$ cat src/rtl/cpu_pkg.sv
// Shared encodings for the instruction register / control FSM slice:
// state names, opcode fields, writeback selects and the instruction classifier.
package cpu_pkg;

  typedef enum logic [2:0] {
    ST_WAIT      = 3'd0,
    ST_DECODE    = 3'd1,
    ST_GET_A     = 3'd2,
    ST_GET_B     = 3'd3,
    ST_EXEC      = 3'd4,
    ST_WRITE_REG = 3'd5,
    ST_WRITE_IMM = 3'd6
  } state_t;

  typedef enum logic [2:0] {
    INS_ILLEGAL = 3'd0,
    INS_MOV_IMM = 3'd1,
    INS_MOV_REG = 3'd2,
    INS_ADD     = 3'd3,
    INS_CMP     = 3'd4,
    INS_AND     = 3'd5,
    INS_MVN     = 3'd6
  } ins_t;

  localparam logic [2:0] OPC_ALU = 3'b101;
  localparam logic [2:0] OPC_MOV = 3'b110;

  localparam logic [1:0] OP_MOV_REG = 2'b00;
  localparam logic [1:0] OP_MOV_IMM = 2'b10;
  localparam logic [1:0] OP_ADD     = 2'b00;
  localparam logic [1:0] OP_CMP     = 2'b01;
  localparam logic [1:0] OP_AND     = 2'b10;
  localparam logic [1:0] OP_MVN     = 2'b11;

  localparam logic [1:0] VSEL_C    = 2'b00;
  localparam logic [1:0] VSEL_IMM8 = 2'b01;

  function automatic ins_t classify(input logic [2:0] opcode, input logic [1:0] op);
    ins_t ins;
    ins = INS_ILLEGAL;
    if (opcode == OPC_MOV) begin
      if (op == OP_MOV_IMM)
        ins = INS_MOV_IMM;
      else if (op == OP_MOV_REG)
        ins = INS_MOV_REG;
    end else if (opcode == OPC_ALU) begin
      case (op)
        OP_ADD:  ins = INS_ADD;
        OP_CMP:  ins = INS_CMP;
        OP_AND:  ins = INS_AND;
        default: ins = INS_MVN;
      endcase
    end
    return ins;
  endfunction

  // Every instruction that goes through the shifter/ALU path (all but MOV imm).
  function automatic logic uses_shifter(input ins_t ins);
    return (ins == INS_MOV_REG) || (ins == INS_ADD) || (ins == INS_CMP) ||
           (ins == INS_AND) || (ins == INS_MVN);
  endfunction

endpackage

$ cat src/rtl/cpu_ctrl_if.sv
// Instruction/handshake inputs and datapath control outputs of cpu_ctrl.
// master = the driver of instructions (top level / bench), slave = cpu_ctrl.
interface cpu_ctrl_if;

  logic [15:0] in;
  logic        load;
  logic        s;
  logic        w;
  logic [2:0]  readnum;
  logic [2:0]  writenum;
  logic        write;
  logic        loada;
  logic        loadb;
  logic        loadc;
  logic        loads;
  logic        asel;
  logic        bsel;
  logic [1:0]  vsel;
  logic [1:0]  shift;
  logic [1:0]  ALUop;
  logic [15:0] sximm8;
  logic [15:0] sximm5;

  modport master (
    output in, load, s,
    input  w, readnum, writenum, write, loada, loadb, loadc, loads,
    input  asel, bsel, vsel, shift, ALUop, sximm8, sximm5
  );

  modport slave (
    input  in, load, s,
    output w, readnum, writenum, write, loada, loadb, loadc, loads,
    output asel, bsel, vsel, shift, ALUop, sximm8, sximm5
  );

endinterface

$ cat src/rtl/instr_dec.sv
// Combinational field extraction, instruction classification and
// immediate sign extension from the instruction register.
module instr_dec
  import cpu_pkg::*;
(
  input  logic [15:0] ir,
  output logic [2:0]  opcode,
  output logic [1:0]  op,
  output logic [2:0]  rn,
  output logic [2:0]  rd,
  output logic [1:0]  sh,
  output logic [2:0]  rm,
  output logic [15:0] sximm8,
  output logic [15:0] sximm5,
  output ins_t        ins
);

  assign opcode = ir[15:13];
  assign op     = ir[12:11];
  assign rn     = ir[10:8];
  assign rd     = ir[7:5];
  assign sh     = ir[4:3];
  assign rm     = ir[2:0];
  assign ins    = classify(ir[15:13], ir[12:11]);

  genvar gi;
  generate
    for (gi = 0; gi < 16; gi++) begin : g_sext
      if (gi < 8) begin : g_imm8_lo
        assign sximm8[gi] = ir[gi];
      end else begin : g_imm8_hi
        assign sximm8[gi] = ir[7];
      end
      if (gi < 5) begin : g_imm5_lo
        assign sximm5[gi] = ir[gi];
      end else begin : g_imm5_hi
        assign sximm5[gi] = ir[4];
      end
    end
  endgenerate

endmodule

$ cat src/rtl/cpu_ctrl.sv
// Instruction register plus the multi-cycle control FSM that sequences
// register-file reads/writes and datapath load strobes for one instruction.
module cpu_ctrl
  import cpu_pkg::*;
(
  input  logic       clk,
  input  logic       rst_n,
  cpu_ctrl_if.slave  bus
);

  logic [15:0] ir_reg;
  state_t      state_reg;
  state_t      state_next;

  logic [2:0]  opcode;
  logic [1:0]  op;
  logic [2:0]  rn;
  logic [2:0]  rd;
  logic [1:0]  sh;
  logic [2:0]  rm;
  logic [15:0] sximm8;
  logic [15:0] sximm5;
  ins_t        ins;

  instr_dec u_dec (
    .ir     (ir_reg),
    .opcode (opcode),
    .op     (op),
    .rn     (rn),
    .rd     (rd),
    .sh     (sh),
    .rm     (rm),
    .sximm8 (sximm8),
    .sximm5 (sximm5),
    .ins    (ins)
  );

  // IR only accepts a new word while idle, so a running instruction is stable.
  always_ff @(posedge clk or negedge rst_n) begin
    if (!rst_n)
      ir_reg <= '0;
    else if (state_reg == ST_WAIT && bus.load)
      ir_reg <= bus.in;
  end

  always_ff @(posedge clk or negedge rst_n) begin
    if (!rst_n)
      state_reg <= ST_WAIT;
    else
      state_reg <= state_next;
  end

  always_comb begin
    state_next = state_reg;
    case (state_reg)
      ST_WAIT: begin
        if (bus.s)
          state_next = ST_DECODE;
      end
      ST_DECODE: begin
        case (ins)
          INS_MOV_IMM:          state_next = ST_WRITE_IMM;
          INS_MOV_REG, INS_MVN: state_next = ST_GET_B;
          INS_ADD, INS_CMP,
          INS_AND:              state_next = ST_GET_A;
          default:              state_next = ST_WAIT;
        endcase
      end
      ST_GET_A:     state_next = ST_GET_B;
      ST_GET_B:     state_next = ST_EXEC;
      ST_EXEC:      state_next = (ins == INS_CMP) ? ST_WAIT : ST_WRITE_REG;
      ST_WRITE_REG: state_next = ST_WAIT;
      ST_WRITE_IMM: state_next = ST_WAIT;
      default:      state_next = ST_WAIT;
    endcase
  end

  // Moore outputs; shift/ALUop follow the IR so they settle before EXEC.
  always_comb begin
    bus.w        = 1'b0;
    bus.readnum  = 3'd0;
    bus.writenum = 3'd0;
    bus.write    = 1'b0;
    bus.loada    = 1'b0;
    bus.loadb    = 1'b0;
    bus.loadc    = 1'b0;
    bus.loads    = 1'b0;
    bus.asel     = 1'b0;
    bus.bsel     = 1'b0;
    bus.vsel     = VSEL_C;
    bus.shift    = uses_shifter(ins) ? sh : 2'b00;
    bus.ALUop    = (opcode == OPC_ALU) ? op : 2'b00;
    case (state_reg)
      ST_WAIT: begin
        bus.w = 1'b1;
      end
      ST_GET_A: begin
        bus.readnum = rn;
        bus.loada   = 1'b1;
      end
      ST_GET_B: begin
        bus.readnum = rm;
        bus.loadb   = 1'b1;
      end
      ST_EXEC: begin
        bus.loadc = 1'b1;
        bus.loads = (ins == INS_CMP);
        bus.asel  = (ins == INS_MOV_REG) || (ins == INS_MVN);
      end
      ST_WRITE_REG: begin
        bus.writenum = rd;
        bus.write    = 1'b1;
        bus.vsel     = VSEL_C;
      end
      ST_WRITE_IMM: begin
        bus.writenum = rn;
        bus.write    = 1'b1;
        bus.vsel     = VSEL_IMM8;
      end
      default: begin
      end
    endcase
  end

  assign bus.sximm8 = sximm8;
  assign bus.sximm5 = sximm5;

endmodule

$ cat src/flat_wrapper.sv
// flat-port wrapper written by rule: the top's interface ports become plain ports
module cpu_ctrl_flat import cpu_pkg::*;
  (clk, rst_n, bus_in, bus_load, bus_s, bus_w, bus_readnum, bus_writenum, bus_write, bus_loada, bus_loadb, bus_loadc, bus_loads, bus_asel, bus_bsel, bus_vsel, bus_shift, bus_ALUop, bus_sximm8, bus_sximm5);
  cpu_ctrl_if bus_i ();
  input  logic clk;
  input  logic rst_n;
  input wire logic [$bits(bus_i.in)-1:0] bus_in;
  input wire logic [$bits(bus_i.load)-1:0] bus_load;
  input wire logic [$bits(bus_i.s)-1:0] bus_s;
  output wire logic [$bits(bus_i.w)-1:0] bus_w;
  output wire logic [$bits(bus_i.readnum)-1:0] bus_readnum;
  output wire logic [$bits(bus_i.writenum)-1:0] bus_writenum;
  output wire logic [$bits(bus_i.write)-1:0] bus_write;
  output wire logic [$bits(bus_i.loada)-1:0] bus_loada;
  output wire logic [$bits(bus_i.loadb)-1:0] bus_loadb;
  output wire logic [$bits(bus_i.loadc)-1:0] bus_loadc;
  output wire logic [$bits(bus_i.loads)-1:0] bus_loads;
  output wire logic [$bits(bus_i.asel)-1:0] bus_asel;
  output wire logic [$bits(bus_i.bsel)-1:0] bus_bsel;
  output wire logic [$bits(bus_i.vsel)-1:0] bus_vsel;
  output wire logic [$bits(bus_i.shift)-1:0] bus_shift;
  output wire logic [$bits(bus_i.ALUop)-1:0] bus_ALUop;
  output wire logic [$bits(bus_i.sximm8)-1:0] bus_sximm8;
  output wire logic [$bits(bus_i.sximm5)-1:0] bus_sximm5;
  assign bus_i.in = bus_in;
  assign bus_i.load = bus_load;
  assign bus_i.s = bus_s;
  assign bus_w = bus_i.w;
  assign bus_readnum = bus_i.readnum;
  assign bus_writenum = bus_i.writenum;
  assign bus_write = bus_i.write;
  assign bus_loada = bus_i.loada;
  assign bus_loadb = bus_i.loadb;
  assign bus_loadc = bus_i.loadc;
  assign bus_loads = bus_i.loads;
  assign bus_asel = bus_i.asel;
  assign bus_bsel = bus_i.bsel;
  assign bus_vsel = bus_i.vsel;
  assign bus_shift = bus_i.shift;
  assign bus_ALUop = bus_i.ALUop;
  assign bus_sximm8 = bus_i.sximm8;
  assign bus_sximm5 = bus_i.sximm5;
  cpu_ctrl u_core (.clk(clk), .rst_n(rst_n), .bus(bus_i));
endmodule
$ cat config.mk
export PLATFORM = sky130hd
export DESIGN_NAME = cpu_ctrl_flat
export DESIGN_NICKNAME = d
export VERILOG_FILES = /design/src/rtl/cpu_pkg.sv /design/src/rtl/cpu_ctrl_if.sv /design/src/rtl/instr_dec.sv /design/src/rtl/cpu_ctrl.sv /design/src/flat_wrapper.sv
export SDC_FILE = /design/constraint.sdc
export NUM_CORES = 1
export LEC_CHECK = 0
export BUFFER_PORTS_ARGS = -buffer_cell sky130_fd_sc_hd__buf_2
export CAP_MARGIN = 20
export CORE_ASPECT_RATIO = 0.8
export CORE_UTILIZATION = 41
export DETAILED_ROUTE_END_ITERATION = 10
export MAX_ROUTING_LAYER = met4
export PLACE_DENSITY = 0.77
export SYNTH_ARGS = -nofsm -noshare
export SYNTH_HDL_FRONTEND = slang
export SYNTH_SLANG_ARGS = --single-unit
$ cat constraint.sdc
create_clock -name clk -period 1.5 [get_ports clk]
set_input_delay 0.15 -clock clk [delete_from_list [all_inputs] [get_ports clk]]
set_output_delay 0.15 -clock clk [all_outputs]
set_load 0.005 [all_outputs]
# [Word level (Yosys, flattened, before mapping)]
# Cells that the tools add are included.
[totals] register_bits=19 input_bits=20 output_inout_bits=52 word_cells=51
[classes] eq_ne=17 muxes=21 reduce_logical=11
[op_table] cell="== test 3 bit (second input constant)" count=8
[op_table] cell="one-hot mux 3 bit (3 select lines)" count=2
[op_table] cell="one-hot mux 3 bit (5 select lines)" count=1
[op_table] cell="== test 3 x 2 -> 1 bit (second input constant)" count=4
[op_table] cell="two-way mux 3 bit" count=4
[op_table] cell="one-hot mux 3 bit (2 select lines)" count=2
[op_table] cell="two-way mux 1 bit" count=8
[op_table] cell="two-way mux 2 bit" count=4
[op_table] cell="== test 3 x 1 -> 1 bit (second input constant)" count=2
[op_table] cell="logical OR 1 bit" count=5
[op_table] cell="OR reduction 2 bit" count=2
[op_table] cell="logical NOT 3 bit" count=1
[op_table] cell="OR reduction 3 bit" count=1
[op_table] cell="== test 2 x 1 -> 1 bit (second input constant)" count=1
[op_table] cell="== test 2 bit (second input constant)" count=1
[op_table] cell="logical NOT 2 bit" count=1
[op_table] cell="inequality test 2 bit (second input constant)" count=1
[op_table] cell="logical AND 1 bit" count=1

# [Logic depth before layout (Yosys ltp)]
[depth] depth_word=10 ltp_mapped=6 depth_no_buf=5

# [Modules after synthesis]
# A second synthesis with hierarchy kept.
[unflattened] cells_unflattened=144 hier_area_um2=1477.7
[by_module_without_submodules] mod="cpu_ctrl" n_inst=1 cells_each=82 area_each_um2=1014.7 seq_area_each_um2=475.5
[by_module_without_submodules] mod="instr_dec" n_inst=1 cells_each=62 area_each_um2=462.9 seq_area_each_um2=0.0

# [Worst setup path after synthesis]
# No wires, ideal clock.
[synth_timing] path_type="reg-to-output" startpoint="reg u_core.ir_reg[11]" endpoint="out bus_asel" arrival_ps=1456 setup_slack_ps=-106 stages_incl_launch_ff=6 n_path_buf=0 cell_sequence="dfrtp_1 -> inv_1 -> ha_1 -> nor4b_1 -> o21ai_0 -> nor4b_1"
[synth_via] elab_chain_cells=7 elab_cells_between_ends=12 classes_between="eq/ne (4); mux (6); reduce/logical (2)"
[synth_rtl] item="start: declaration" line_no="cpu_ctrl.sv:11" source="logic [15:0] ir_reg;"
[synth_rtl] item="start signal: assignment" line_no="cpu_ctrl.sv:43" source="ir_reg <= bus.in;"
[synth_rtl] item="== test 2 bit (tied with other cells)" line_no="cpu_pkg.sv:42, cpu_pkg.sv:47"
[synth_rtl] item="one-hot mux 3 bit (3 select lines) or two-way mux 2 bit (tied branches)" line_no="cpu_pkg.sv:47, cpu_pkg.sv:44"
[synth_rtl] item="two-way mux 3 bit or two-way mux 2 bit (tied branches)" line_no="cpu_pkg.sv:46, cpu_pkg.sv:42"
[synth_rtl] item="two-way mux 3 bit (*)" line_no="cpu_pkg.sv:41" source="if (opcode == OPC_MOV) begin"
[synth_rtl] item="== test 3 x 2 -> 1 bit or == test 3 bit (tied branches)" line_no="cpu_ctrl.sv:108" source="bus.asel = (ins == INS_MOV_REG) || (ins == INS_MVN);"
[synth_rtl] item="logical OR 1 bit (*)" line_no="cpu_ctrl.sv:108"
[synth_rtl] item="two-way mux 1 bit (*)" line_no="cpu_ctrl.sv:93" source="case (state_reg)"
[synth_rtl] item="end: declaration" line_no="flat_wrapper.sv:18" source="output wire logic [$bits(bus_i.asel)-1:0] bus_asel;"
# Every way passes the cells marked *; elsewhere a longest branch is shown, timed or not.

# [Final worst setup path]
[layout_timing] startpoint="reg u_core.ir_reg[12]" endpoint="out bus_asel"
# Same word-level chain as after synthesis.

==> key figures <==
GRT
  – Pin count of the biggest net entering global routing: 20
  – Wire length of the first global-routing pass: 4.17 mm
  – Total overflow reported by the global router: 0
  – Antenna violations before repair: 0
  – Total global-route track usage: 16.9%
  – Vias in the first global route: 877

Finish
  – Area added between synthesis and finish: 34.8%
  – Fraction of final layout cells with drive strength greater than 1: 71.6%
  – Count of placed standard cells in the final layout, fillers left out: 223
  – Leading cell type in the layout, fill and taps excluded: buf_2
  – Highest-count cells in the layout ignoring fill and taps: 69 x buf_2, 18 x dfrtp_1, 14 x mux2_4
  – Final net count: 207
  – Flip-flop count of the largest register after layout: 16
  – Diode insertion count for antenna repair: 0
  – Cell area after layout: 1850 µm²

Run
  – Number of max-cap violations: 0

Run status
  – Run status: finished with violations
  – Violations in the final reports: setup timing

Drt
  – DRT Pass-1 Iters: 4
  – DRT iter0 DRCs: 12
  – Post-route antenna net violation count: 0
  – DRC violations left: 0
  – Total number of vias: 1,071
  – Wirelength per Cell: 13.9 µm
  – Number of vias per cell after detailed routing: 4.80
  – Wire length after detailed routing: 3.09 mm

Logic synthesis
  – Adder-cell area share of the yosys netlist: 2.74%
  – Sequential share of the synthesized area: 34.7%
  – Number of synthesis warnings: 0
  – Fraction of synthesized area in multiplexers: 13.7%
  – Xor/xnor cell area share of the yosys netlist: 0%
  – Yosys cell types: 33
  – Synthesis-stage register bit count: 19
  – Mean cell area of the mapped netlist: 10.8 µm²
  – Main combinational cell family by area after synthesis: buffers and inverters
  – Post-synthesis cell area: 1370 µm²
  – Simple-gate area share of the yosys netlist: 15.5%
  – Instance count of the mapped netlist: 127
  – Share of the synthesized area in compound gates (AO/OA/AOI/OAI): 9.32%

Timing
  – Layout Skew: 0.00288 ns
  – RSZ-0062 raised after global routing: true
  – Fin crit share: 129%
  – Post-route minimum period: 1.93 ns
  – Setup-failing EPs final: 11
  – Max Transition Viols Final: 0
  – Max Clk Rate: 517 MHz
  – Worst hold slack after final layout: 0.118 ns
  – Final Worst Setup Slack: -0.433 ns
  – Number of hold violations in the final report: 0

Placement
  – GP Congestion: 0.840
  – Port buffer count: 69
  – Total cell area at the placement stage: 1550 µm²
  – Placed Instances: 209
  – Final HPWL DP: 2.08 mm

Setup path
  – Worst reg2reg setup slack: 0 ns
  – Data arrival time of the worst path: 1.78 ns
  – Depth of the worst register-to-register path: 6
  – Slowest-stage cell, CP: dfrtp_1
  – End point of the critical path: bus_asel
  – Terminus of the critical flop-to-flop path: u_core.state_reg[1]
  – Cell depth of the worst setup path: 6
  – Startpoint of the lowest-slack register-to-register path: u_core.ir_reg[12]
  – Largest delay contributor family on the critical path: simple AND/OR/NAND/NOR gates
  – Cells along the critical path: inv_2 -> ha_4 -> nor4b_4 -> o21ai_2 -> nor4b_2 -> buf_2
  – Kind of capture point of the worst setup path: output port
  – Startpoint-to-endpoint class of the critical path: reg -> out
  – WP buf/inv: 2
  – Crit start category: flop
  – Launch point of the critical path: u_core.ir_reg[12]
  – Worst path required time: 1.35 ns
  – Worst-path maximum fanout: 3
  – Largest stage delay on the critical path: 0.40 ns

Clock network
  – Number of H-tree levels: 1
  – Clock transition at the register clock pins on the worst setup and hold paths after CTS: 0.07 ns
  – Cell chosen for the clock root: clkbuf_8
  – Clock tree from TritonCTS: built
  – Clock insertion delay at the later pin of the skew report: 0.25 ns
  – Clk sinks: 19
  – Num CTS Buffers: 3
  – Maximum clock insertion buffer count: 2

Floorplanning
  – Row count: 18
  – Vertical die dimension: 53.7 µm
  – Starting density of the core: 43.7%
  – Die Span X: 66.6 µm
  – Placeable Area: 3130 µm²
  – Total Die Area: 3580 µm²
  – Top Ports: 72

Power and ir drop
  – Total leakage power: 0.960 nW
  – Worst-case vdd ir drop: 0.00101 V
  – Power Density: 2180 nW/µm²

Worst hold path
  – Worst min-delay path category: in -> reg
worst reg2reg max path, delay by kind of cell, from the launching register on:
kind                     cells  cell delay, ns
AO/OA/AOI/OAI                2            0.20
flip-flops                   1            0.40
buffers and inverters        2            0.29
adder cells (fa/ha/maj)      1            0.23
AND/OR/NAND/NOR              1            0.26
synth_stat cells (all sizes together):
cell     n  area [µm²]
and2     3        21.3
nor3     1        16.3
and3     3        18.8
a22oi    3        22.5
a21oi    1        5.00
and4b    1        10.0
ha       3        37.5
mux2    14         188
and2b    1        7.51
nand2    3        11.3
o21a     1        7.51
a21bo    2        20.0
a22o     3        26.3
nand3    2        10.0
nor2b    7        43.8
conb     1        3.75
nor3b    4        30.0
inv      2        7.51
o31ai    1        7.51
buf     39         317
o211ai   1        7.51
dfrtp   19         475
nor2     2        7.51
o21ai    5        25.0
and3b    1        8.76
nor4b    2        17.5
nor4bb   1        10.0
a31oi    1        6.26
cell type report:
cell class	count	area, µm²
sequential	19	477
timing repair buffer	89	520
multi-input combinational	69	746
inverter	2	7.51
tap	40	50.0
fill	267	1280
clock buffer	4	45.0
report_power, final:
part	switching (mW)	internal, mW
combinational	1.06	1.53
sequential	0.312	0.771
clock	0.173	0.189
worst min-delay path by stage:
stage | slack (ns) | end | startpoint | cells after the start
floorplan | -0.15 | u_core.ir_reg[0] | rst_n | 0
global placement | 0.11 | u_core.ir_reg[11] | rst_n | 1
detailed placement | 0.13 | u_core.ir_reg[11] | rst_n | 1
CTS | 0.12 | u_core.ir_reg[3] | bus_in[3] | 2
global route | 0.11 | u_core.ir_reg[3] | bus_in[3] | 2
finish | 0.12 | u_core.ir_reg[8] | bus_in[8] | 2
metrics by stage:
step | util [%] | TNS, ns | worst slack (ns) | power, mW
after CTS | 55.3 | -1.99 | -0.450 | 3.72
final | 59.0 | -1.73 | -0.433 | 4.03
after global routing | 59.0 | -2.77 | -0.502 | 4.33
after detailed placement | 49.4 | -1.10 | -0.243 | 2.99
after global placement | 49.4 | -0.448 | -0.183 | 2.94
after floorplan | - | -0.108 | -0.0125 | 2.78
cell families (layout without fill, tap and decap cells):
family / count (synthesis) / count (layout)
adders and majority gates: 3 / 3
muxes: 14 / 14
DFF: 19 / 19
buffers and inverters: 41 / 95
other: 1 / 2
AOI/OAI and AO/OA: 18 / 18
and+or+nand+nor: 31 / 32
routing by layer:
metal,GRT usage (%),up-vias,part of all wire [%]
li1,-,517,-
met1,19.4,512,44
met2,29.8,40,51
met3,3.39,2,4.2
met4,5.32,0,0.81
met5,-,-,0
repair_timing:
item | CTS | global route
resized for setup | 21 | 19
cloned | 0 | 1
hold buffers | 1 | 0
hold endpoints to repair | 19 | 0
buffers inserted | 5 | 4
endpoints found under the setup margin | 17 | 32
pin swaps | 9 | 11
Note: power is estimated with default switching activity, not from simulation.
